`config.mk`:
```
export PLATFORM = sky130hd
export DESIGN_NAME = wbc_arbiter
export DESIGN_NICKNAME = d
export VERILOG_FILES = /design/src/rtl/wbc_arbiter.sv
export SDC_FILE = /design/constraint.sdc
export NUM_CORES = 1
export LEC_CHECK = 0
export ABC_AREA = 1
export ABC_CLOCK_PERIOD_IN_PS = 1900
export BUFFER_PORTS_ARGS = -buffer_cell sky130_fd_sc_hd__buf_2
export CORE_AREA = 2 2 149 151
export CTS_BUF_LIST = sky130_fd_sc_hd__clkbuf_4 sky130_fd_sc_hd__clkbuf_8
export CTS_CLUSTER_SIZE = 28
export DETAILED_ROUTE_END_ITERATION = 16
export DIE_AREA = 0 0 151 153
export PLACE_DENSITY = 0.5
export SYNTH_ARGS = -nofsm -noshare
export SYNTH_HDL_FRONTEND = slang
export SYNTH_SLANG_ARGS = --single-unit
```
`constraint.sdc`:
```
create_clock -name clk_i -period 1.9 [get_ports clk_i]
set_input_delay 0 -clock clk_i [delete_from_list [all_inputs] [get_ports clk_i]]
set_output_delay 0 -clock clk_i [all_outputs]
set_load 0.005 [all_outputs]
```
`src/rtl/wbc_arbiter.sv`:
```
// wbc_arbiter: round-robin arbiter for the shared WISHBONE control bus.
// Four control masters (pcic, turfc, hkmc, wbvio) share one slave-side port.
// A grant is held for the whole CYC. A watchdog aborts any strobed transfer
// that no slave terminates, so a hung slave cannot lock out the PCI host.
module wbc_arbiter #(
    parameter int NM      = 4,
    parameter int TIMEOUT = 1023
) (
    input  logic             clk_i,
    input  logic             rst_neg_i,
    input  logic [NM-1:0]    m_cyc_i,
    input  logic [NM-1:0]    m_stb_i,
    input  logic [NM-1:0]    m_we_i,
    input  logic [20*NM-1:0] m_adr_i,
    input  logic [32*NM-1:0] m_dat_i,
    input  logic [4*NM-1:0]  m_sel_i,
    output logic [NM-1:0]    m_ack_o,
    output logic [NM-1:0]    m_err_o,
    output logic [NM-1:0]    m_rty_o,
    output logic [31:0]      m_dat_o,
    output logic             s_cyc_o,
    output logic             s_stb_o,
    output logic             s_we_o,
    output logic [19:0]      s_adr_o,
    output logic [31:0]      s_dat_o,
    output logic [3:0]       s_sel_o,
    input  logic             s_ack_i,
    input  logic             s_err_i,
    input  logic             s_rty_i,
    input  logic [31:0]      s_dat_i,
    output logic [NM-1:0]    grant_o,
    output logic [7:0]       timeout_count_o
);

    localparam int          IW      = (NM > 1) ? $clog2(NM) : 1;
    localparam logic [15:0] WD_LAST = 16'(TIMEOUT - 1);

    typedef enum logic [1:0] {IDLE, BUSY, ABORT} state_t;

    state_t          state, state_nxt;
    logic [NM-1:0]   grant, grant_nxt;
    logic [IW-1:0]   cur, cur_nxt;
    logic [IW-1:0]   last, last_nxt;
    logic [15:0]     wd_cnt, wd_cnt_nxt;
    logic            abort_first, abort_first_nxt;
    logic [7:0]      tcnt, tcnt_nxt;

    logic            pick_valid;
    logic [IW-1:0]   pick_idx;
    logic [NM-1:0]   pick_grant;

    logic            sel_cyc, sel_stb, sel_we;
    logic [19:0]     sel_adr;
    logic [31:0]     sel_dat;
    logic [3:0]      sel_sel;
    logic            term;
    logic            wd_hit;

    // Round-robin search: first requester at or above (last+1) mod NM.
    always_comb begin
        // NOTE: every combinational output gets a default first so no path leaves it unassigned (no latch).
        pick_valid = 1'b0;
        pick_idx   = '0;
        pick_grant = '0;
        for (int i = 1; i <= NM; i++) begin
            if (!pick_valid && m_cyc_i[(int'(last) + i) % NM]) begin
                pick_valid = 1'b1;
                pick_idx   = IW'((int'(last) + i) % NM);
            end
        end
        for (int k = 0; k < NM; k++) begin
            pick_grant[k] = pick_valid && (k == int'(pick_idx));
        end
    end

    // AND-OR mux of the granted master's request; all zero when no grant is held.
    always_comb begin
        sel_cyc = 1'b0;
        sel_stb = 1'b0;
        sel_we  = 1'b0;
        sel_adr = '0;
        sel_dat = '0;
        sel_sel = '0;
        for (int k = 0; k < NM; k++) begin
            if (grant[k]) begin
                sel_cyc = sel_cyc | m_cyc_i[k];
                sel_stb = sel_stb | m_stb_i[k];
                sel_we  = sel_we  | m_we_i[k];
                sel_adr = sel_adr | m_adr_i[20*k +: 20];
                sel_dat = sel_dat | m_dat_i[32*k +: 32];
                sel_sel = sel_sel | m_sel_i[4*k +: 4];
            end
        end
    end

    // Slave-side drive and master-side responses. Everything is gated by the
    // registered grant/state, so an asynchronous reset silences the bus at once.
    always_comb begin
        term    = s_ack_i | s_err_i | s_rty_i;
        s_cyc_o = (state == BUSY) && sel_cyc;
        s_stb_o = (state == BUSY) && sel_cyc && sel_stb;
        s_we_o  = sel_we;
        s_adr_o = sel_adr;
        s_dat_o = sel_dat;
        s_sel_o = sel_sel;
        m_dat_o = s_dat_i;
        m_ack_o = '0;
        m_err_o = '0;
        m_rty_o = '0;
        if (state == BUSY) begin
            m_ack_o = grant & {NM{s_ack_i}};
            m_err_o = grant & {NM{s_err_i}};
            m_rty_o = grant & {NM{s_rty_i}};
        end else if (state == ABORT && abort_first) begin
            m_err_o = grant;
        end
        // A termination on the terminal-count cycle wins over the abort.
        wd_hit  = s_stb_o && !term && (wd_cnt == WD_LAST);
        grant_o         = grant;
        timeout_count_o = tcnt;
    end

    // Next-state logic: arbitration, release, watchdog abort.
    always_comb begin
        state_nxt       = state;
        grant_nxt       = grant;
        cur_nxt         = cur;
        last_nxt        = last;
        tcnt_nxt        = tcnt;
        abort_first_nxt = 1'b0;
        wd_cnt_nxt      = (!s_stb_o || term) ? 16'd0 : wd_cnt + 16'd1;
        case (state)
            IDLE: begin
                if (pick_valid) begin
                    state_nxt = BUSY;
                    grant_nxt = pick_grant;
                    cur_nxt   = pick_idx;
                end
            end
            BUSY: begin
                if (!sel_cyc) begin
                    state_nxt = IDLE;
                    grant_nxt = '0;
                    last_nxt  = cur;
                end else if (wd_hit) begin
                    state_nxt       = ABORT;
                    abort_first_nxt = 1'b1;
                    if (tcnt != 8'hFF) tcnt_nxt = tcnt + 8'd1;
                end
            end
            ABORT: begin
                if (!sel_cyc) begin
                    state_nxt = IDLE;
                    grant_nxt = '0;
                    last_nxt  = cur;
                end
            end
            default: state_nxt = IDLE;
        endcase
    end

    // State register; `last` resets to NM-1 so master 0 wins the first contention.
    always_ff @(posedge clk_i or negedge rst_neg_i) begin
        if (!rst_neg_i) begin
            state       <= IDLE;
            grant       <= '0;
            cur         <= '0;
            last        <= IW'(NM - 1);
            wd_cnt      <= '0;
            abort_first <= 1'b0;
            tcnt        <= '0;
        end else begin
            // NOTE: non-blocking assignments so every flop samples pre-edge values.
            state       <= state_nxt;
            grant       <= grant_nxt;
            cur         <= cur_nxt;
            last        <= last_nxt;
            wd_cnt      <= wd_cnt_nxt;
            abort_first <= abort_first_nxt;
            tcnt        <= tcnt_nxt;
        end
    end

endmodule
```
### Word level (Yosys, flattened, before mapping)

Index checks and enable logic that the tools add are counted.

| word-level totals | value |
|---|---|
| input bits | 273 |
| output and inout bits | 115 |
| word-level logic and storage cells | 147 |
| bits in registers | 35 |

| cells by class | value |
|---|---|
| bitwise gates (word level) | 28 |
| eq/ne operators | 11 |
| order comparisons | 4 |
| mux-type cells | 60 |
| add/sub/neg operators | 6 |
| reduce and logical (&&, ||, !) cells | 31 |

Operators with widths:

| kind | count |
|---|---|
| $mux 32 | 4 |
| $or 32x32->32 | 3 |
| $mux 20 | 4 |
| $or 20x20->20 | 3 |
| $mux 4 | 10 |
| $mux 1 | 27 |
| $add 16x1->16 const B | 1 |
| $eq 16x10->1 const B | 1 |
| $lt 3x4->1 const B | 4 |
| $mux 16 | 1 |
| $mux 2 | 8 |
| $and 4x4->4 | 3 |
| $logic_and 1x1->1 | 12 |
| $or 4x4->4 | 3 |
| $or 1x1->1 | 11 |
| $reduce_or 2->1 | 5 |
| $add 8x1->8 const B | 1 |
| $bmux 1 s2 | 4 |
| $ne 8x8->1 const B | 1 |
| $pmux 4 s2 | 1 |
| $ne 2x2->1 const B | 3 |
| $pmux 2 s3 | 1 |
| $reduce_and 3->1 | 2 |
| $logic_not 1->1 | 5 |
| other kinds (14) | 22 |

### Depth between registers and ports, before layout

| depth | value |
|---|---|
| word-level depth | 20 |
| mapped depth | 13 |
| depth with buffers taken out | 12 |

### Least setup slack after synthesis

No wires, ideal clock.

| timing path | value |
|---|---|
| kind | register -> register |
| from | register state[1] |
| to | register tcnt[4], in the netlist timeout_count_o[4] |
| buffers on the path | 1 |
| library setup time | 117 ps |
| path slack | 273 ps |
| period minus slack after synthesis | 1627 ps |
| data required time | 1783 ps |
| arrival | 1510 ps |
| stages on the path, launching flop included | 9 |
| cell sequence | dfrtp_1 -> inv_1 -> ha_1 -> inv_1 -> clkbuf_1 -> a21oi_1 -> nand2_4 -> nand2_1 -> nand2_1 |

| between the ends | value |
|---|---|
| longest elaborated chain between the ends | 6 |

Ends and longest elaborated chain:

| item | RTL line | text |
|---|---|---|
| from (decl) | 40 | `state_t state, state_nxt;` |
| from (signal assigned) | 174 | `state <= state_nxt;` |
| $eq 2x1->1 * | 101, 132 |  |
| $logic_and 1x1->1 (2 in series) | 101 | `s_stb_o = (state == BUSY) && sel_cyc && sel_stb;` |
| $logic_and 1x1->1 (2 in series) | 118 | `wd_hit = s_stb_o && !term && (wd_cnt == WD_LAST);` |
| $reduce_and 4->1 (no line) * | n/a |  |
| to (signal assigned) | 180 | `tcnt <= tcnt_nxt;` |
| to (decl) | 46 | `logic [7:0] tcnt, tcnt_nxt;` |

Every way passes the cells marked *; elsewhere a longest branch is shown, timed or not.
A chain may end at the register's enable or synchronous reset.

### Worst setup path in the final report

| timing path | value |
|---|---|
| from | register state[0] |
| to | output port m_err_o[3] |

| between the ends | value |
|---|---|
| longest elaborated chain between the ends | 4 |
| elaborated cells on any way between the ends | 5 |
| classes of those cells | 2 x eq/ne; 2 x mux; 1 x reduce/logical |

Ends and longest elaborated chain:

| item | RTL line | text |
|---|---|---|
| $eq 2x2->1 | 114 | `end else if (state == ABORT && abort_first) begin` |
| $logic_and 1x1->1 | 114 |  |
| $mux 4 | 114 |  |
| $mux 4 * | 110 | `if (state == BUSY) begin` |
| to (decl) | 18 | `output logic [NM-1:0] m_err_o,` |

Marked as above.

==> reports/qor.csv <==
stage,metric,value,unit
clock_tree,H-tree levels,2,
die,DIE WIDTH,151,um
finish,fin area,5770,um^2
finish,most frequent cells in the layout,"nand2_1 (332), buf_2 (323), nand4_1 (68)",
synth,Synth warnings,0,
finish,fin nets,1236,
routing,Initial DRC Count,290,
worst_setup_path,crit path launch type,register,
clock_tree,number of CTS-inserted buffers,5,
synth,Post-synth EDFFs,0,
timing,clk_skew,6.79,ps
timing,normalized max-slew margin,47.1,%
global_routing,GRT Total Usage,18.7,%
synth,area of the mapped netlist,3870,um^2
run,Max-cap violations,0,
synth,"Seq/Total Area, Yosys",22.7,%
timing,count of final hold-check violations,0,
routing,via/cell ratio,4.39,
routing,DRT Pass-1 Iters,8,
worst_hold_path,Hold Path End,m_dat_o[5],
die,starting density of the core,18.0,%
finish,fin cells,1239,
synth,prevailing post-synth register cell,dfrtp_1,
global_routing,first-pass GRT wire length,31600,um
die,row cnt,54,
timing,Tmin final,1770,ps
die,I/O pins,388,
worst_setup_path,R2R Setup Slk,190,ps
global_routing,global route overflow,0,
timing,Peak Freq,564,MHz
power_and_ir_drop,static leakage,3.10,nW
clock_tree,Clock Sinks,35,
power_and_ir_drop,switching share of total power,51.9,%
synth,"Avg Cell Area, Syn",5.75,um^2
worst_setup_path,Worst Reg-to-Reg Cells,11,
power_and_ir_drop,Psw,0.00266,W
global_routing,vias in the first global route,4969,
routing,Antenna Violating Nets Remaining,0,
worst_hold_path,Worst Hold Path Cells,0,
global_routing,largest net degree at the start of global routing,60,
place,dpl cells,1223,
routing,DR WL/cell,18.9,um
die,Die Area,23100,um^2
worst_setup_path,Arrival @ worst endpoint,1770,ps
worst_setup_path,reg2reg end,cur[1],
place,number of I/O port buffers,323,
timing,max-slew violation count,0,
finish,utilization after layout,26.8,%
clock_tree,clk_lat worst skew,290,ps
finish,layout cells sized above 1,38.9,%
routing,Total Wirelength,23500,um
timing,period utilization,93.3,%
synth,asr flop ratio synth,100,%
place,DP Wirelength,20100,um
worst_setup_path,WP data required,1900,ps
global_routing,initial antenna violation count,3,
power_and_ir_drop,Sequential Power Share,18.5,%
synth,#FFs+latches synth,35,
power_and_ir_drop,Cell Pwr Density,889,nW/um^2
timing,# setup viols final,0,
routing,DR vias,5441,
place,GPL Wtd Cong,0.904,
power_and_ir_drop,power share of the clock group,12.0,%
clock_tree,Max Root-Sink Buffers,2,
die,Die H,153,um
power_and_ir_drop,peak supply drop,0.000331,V
worst_setup_path,r2r startpoint,last[0],
clock_tree,Worst-path clk slew,70,ps
worst_setup_path,WS Path Type,reg -> out,
worst_setup_path,crit path capture type,primary output,
worst_hold_path,Worst Hold Class,in -> out,
power_and_ir_drop,Int Power,0.00246,W
timing,worst slew pin tran,794,ps
power_and_ir_drop,combinational share of power,69.4,%
finish,"most common cell after layout, fill and taps aside",nand2_1,
synth,Cell variety after synth,29,
clock_tree,Root Driver,clkbuf_8,
finish,Area Growth Syn to Fin,49.1,%
die,core area,21500,um^2
worst_hold_path,hold_sp,s_dat_i[5],
place,area post-placement,5570,um^2
worst_setup_path,Critical Path Fanout Max,4,
routing,Remaining DRCs,0,
synth,Post-Synthesis Cells,673,
synth,Synthesized Nets,952,
run_status,outcome,"finished, final reports clean",
clock_tree,CTS tree,done,
## cell type report
class                           instances  area [um^2]
Timing Repair Buffer                  340         1780
Clock buffer                            8          104
Inverter                               37          139
Fill cell                            2463        15700
Tap cell                              280          350
Antenna cell                            1         2.50
Multi-Input combinational cell        538         2510
Sequential cell                        35          883
## timing repair
item	4_1_cts	5_1_grt
gates cloned	0	0
hold buffers	1	0
endpoints found under the hold margin	33	0
buffers inserted	0	6
endpoints found under the setup margin	3	22
resized for setup	1	9
pin swaps	0	2
## sequential cells by signal, summed over array words and instances (netlist names)
signal           flops
last                 2
wd_cnt              16
cur                  2
state                2
abort_first          1
grant_o              4
timeout_count_o      8
## critical path, stage by stage (launching register included)
cell	delay (ps)
dfrtp_1	380
inv_1	70
ha_1	220
a21oi_1	550
nor3_2	100
buf_2	170
## layer usage
metal	track usage (%)	vias to the layer above	wire length, um
li1	-	2719	-
met1	20.1	2419	8510
met2	26.3	279	9070
met3	20.5	20	5750
met4	1.07	4	112
met5	0	-	30
## logic make-up (layout without fill, tap and decap cells)
| kind of cell | after synthesis | after routing | share of synthesized area, % |
|---|---|---|---|
| XOR/XNOR | 10 | 10 | 2.26 |
| flip-flops | 35 | 35 | 22.7 |
| other | 0 | 1 | 0 |
| adder cells (fa/ha/maj) | 6 | 6 | 1.94 |
| AND/OR/NAND/NOR | 503 | 503 | 57.4 |
| buffers and inverters | 100 | 385 | 13.2 |
| AO/OA/AOI/OAI | 19 | 19 | 2.46 |
## synthesized netlist by cell type (2+ instances only)
cell / count / area (um^2)
a21oi_1: 9 / 45.0
buf_2: 6 / 30.0
buf_4: 34 / 255
clkbuf_1: 22 / 82.6
dfrtp_1: 33 / 826
dfstp_2: 2 / 52.6
ha_1: 6 / 75.1
inv_1: 35 / 131
inv_2: 2 / 7.51
nand2_1: 333 / 1250
nand2_2: 2 / 12.5
nand3_1: 21 / 105
nand4_1: 68 / 425
nor2_1: 37 / 139
nor2_2: 2 / 12.5
nor2_4: 2 / 22.5
nor3_1: 23 / 115
nor3_2: 2 / 20.0
nor3b_1: 6 / 45.0
nor4_1: 3 / 18.8
o21ai_0: 7 / 35.0
o21ai_1: 3 / 15.0
xnor2_1: 5 / 43.8
xor2_1: 5 / 43.8
## how the worst max path moves through the flow
stage	end	from	slack (ps)	cells past startpoint
2_1_floorplan	timeout_count_o[4]	state[1]	270	8
3_3_place_gp	grant_o[1]	last[0]	210	11
3_5_place_dp	timeout_count_o[5]	state[1]	160	9
4_1_cts	m_err_o[3]	state[1]	50	7
5_1_grt	grant_o[3]	last[0]	-20	12
6_report	m_err_o[3]	state[0]	130	5
## stage by stage
stage | worst slack (ps) | hold slack (ps) | setup TNS (ps) | power [W]
6_report | 127 | 0.00229 | 0 | 0.00512
3_5_place_dp | 157 | 0.0346 | 0 | 0.00443
4_1_cts | 47.4 | 0.0346 | 0 | 0.00507
5_1_grt | -16.3 | 0.00854 | -42.3 | 0.00567
3_3_place_gp | 209 | 0.0346 | 0 | 0.00444
2_1_floorplan | 273 | -296 | 0 | 0.00274
## power groups by stage
stage	sequential, W	clock, W	combinational (W)
after global routing	0.000967	0.000657	0.00404
after detailed placement	0.000968	0	0.00346
final	0.000950	0.000617	0.00356
after CTS	0.000955	0.000629	0.00349
after floorplan	0.000894	0	0.00184
after global placement	0.000966	0	0.00347
No activity file was read; power rests on OpenSTA's default activity.
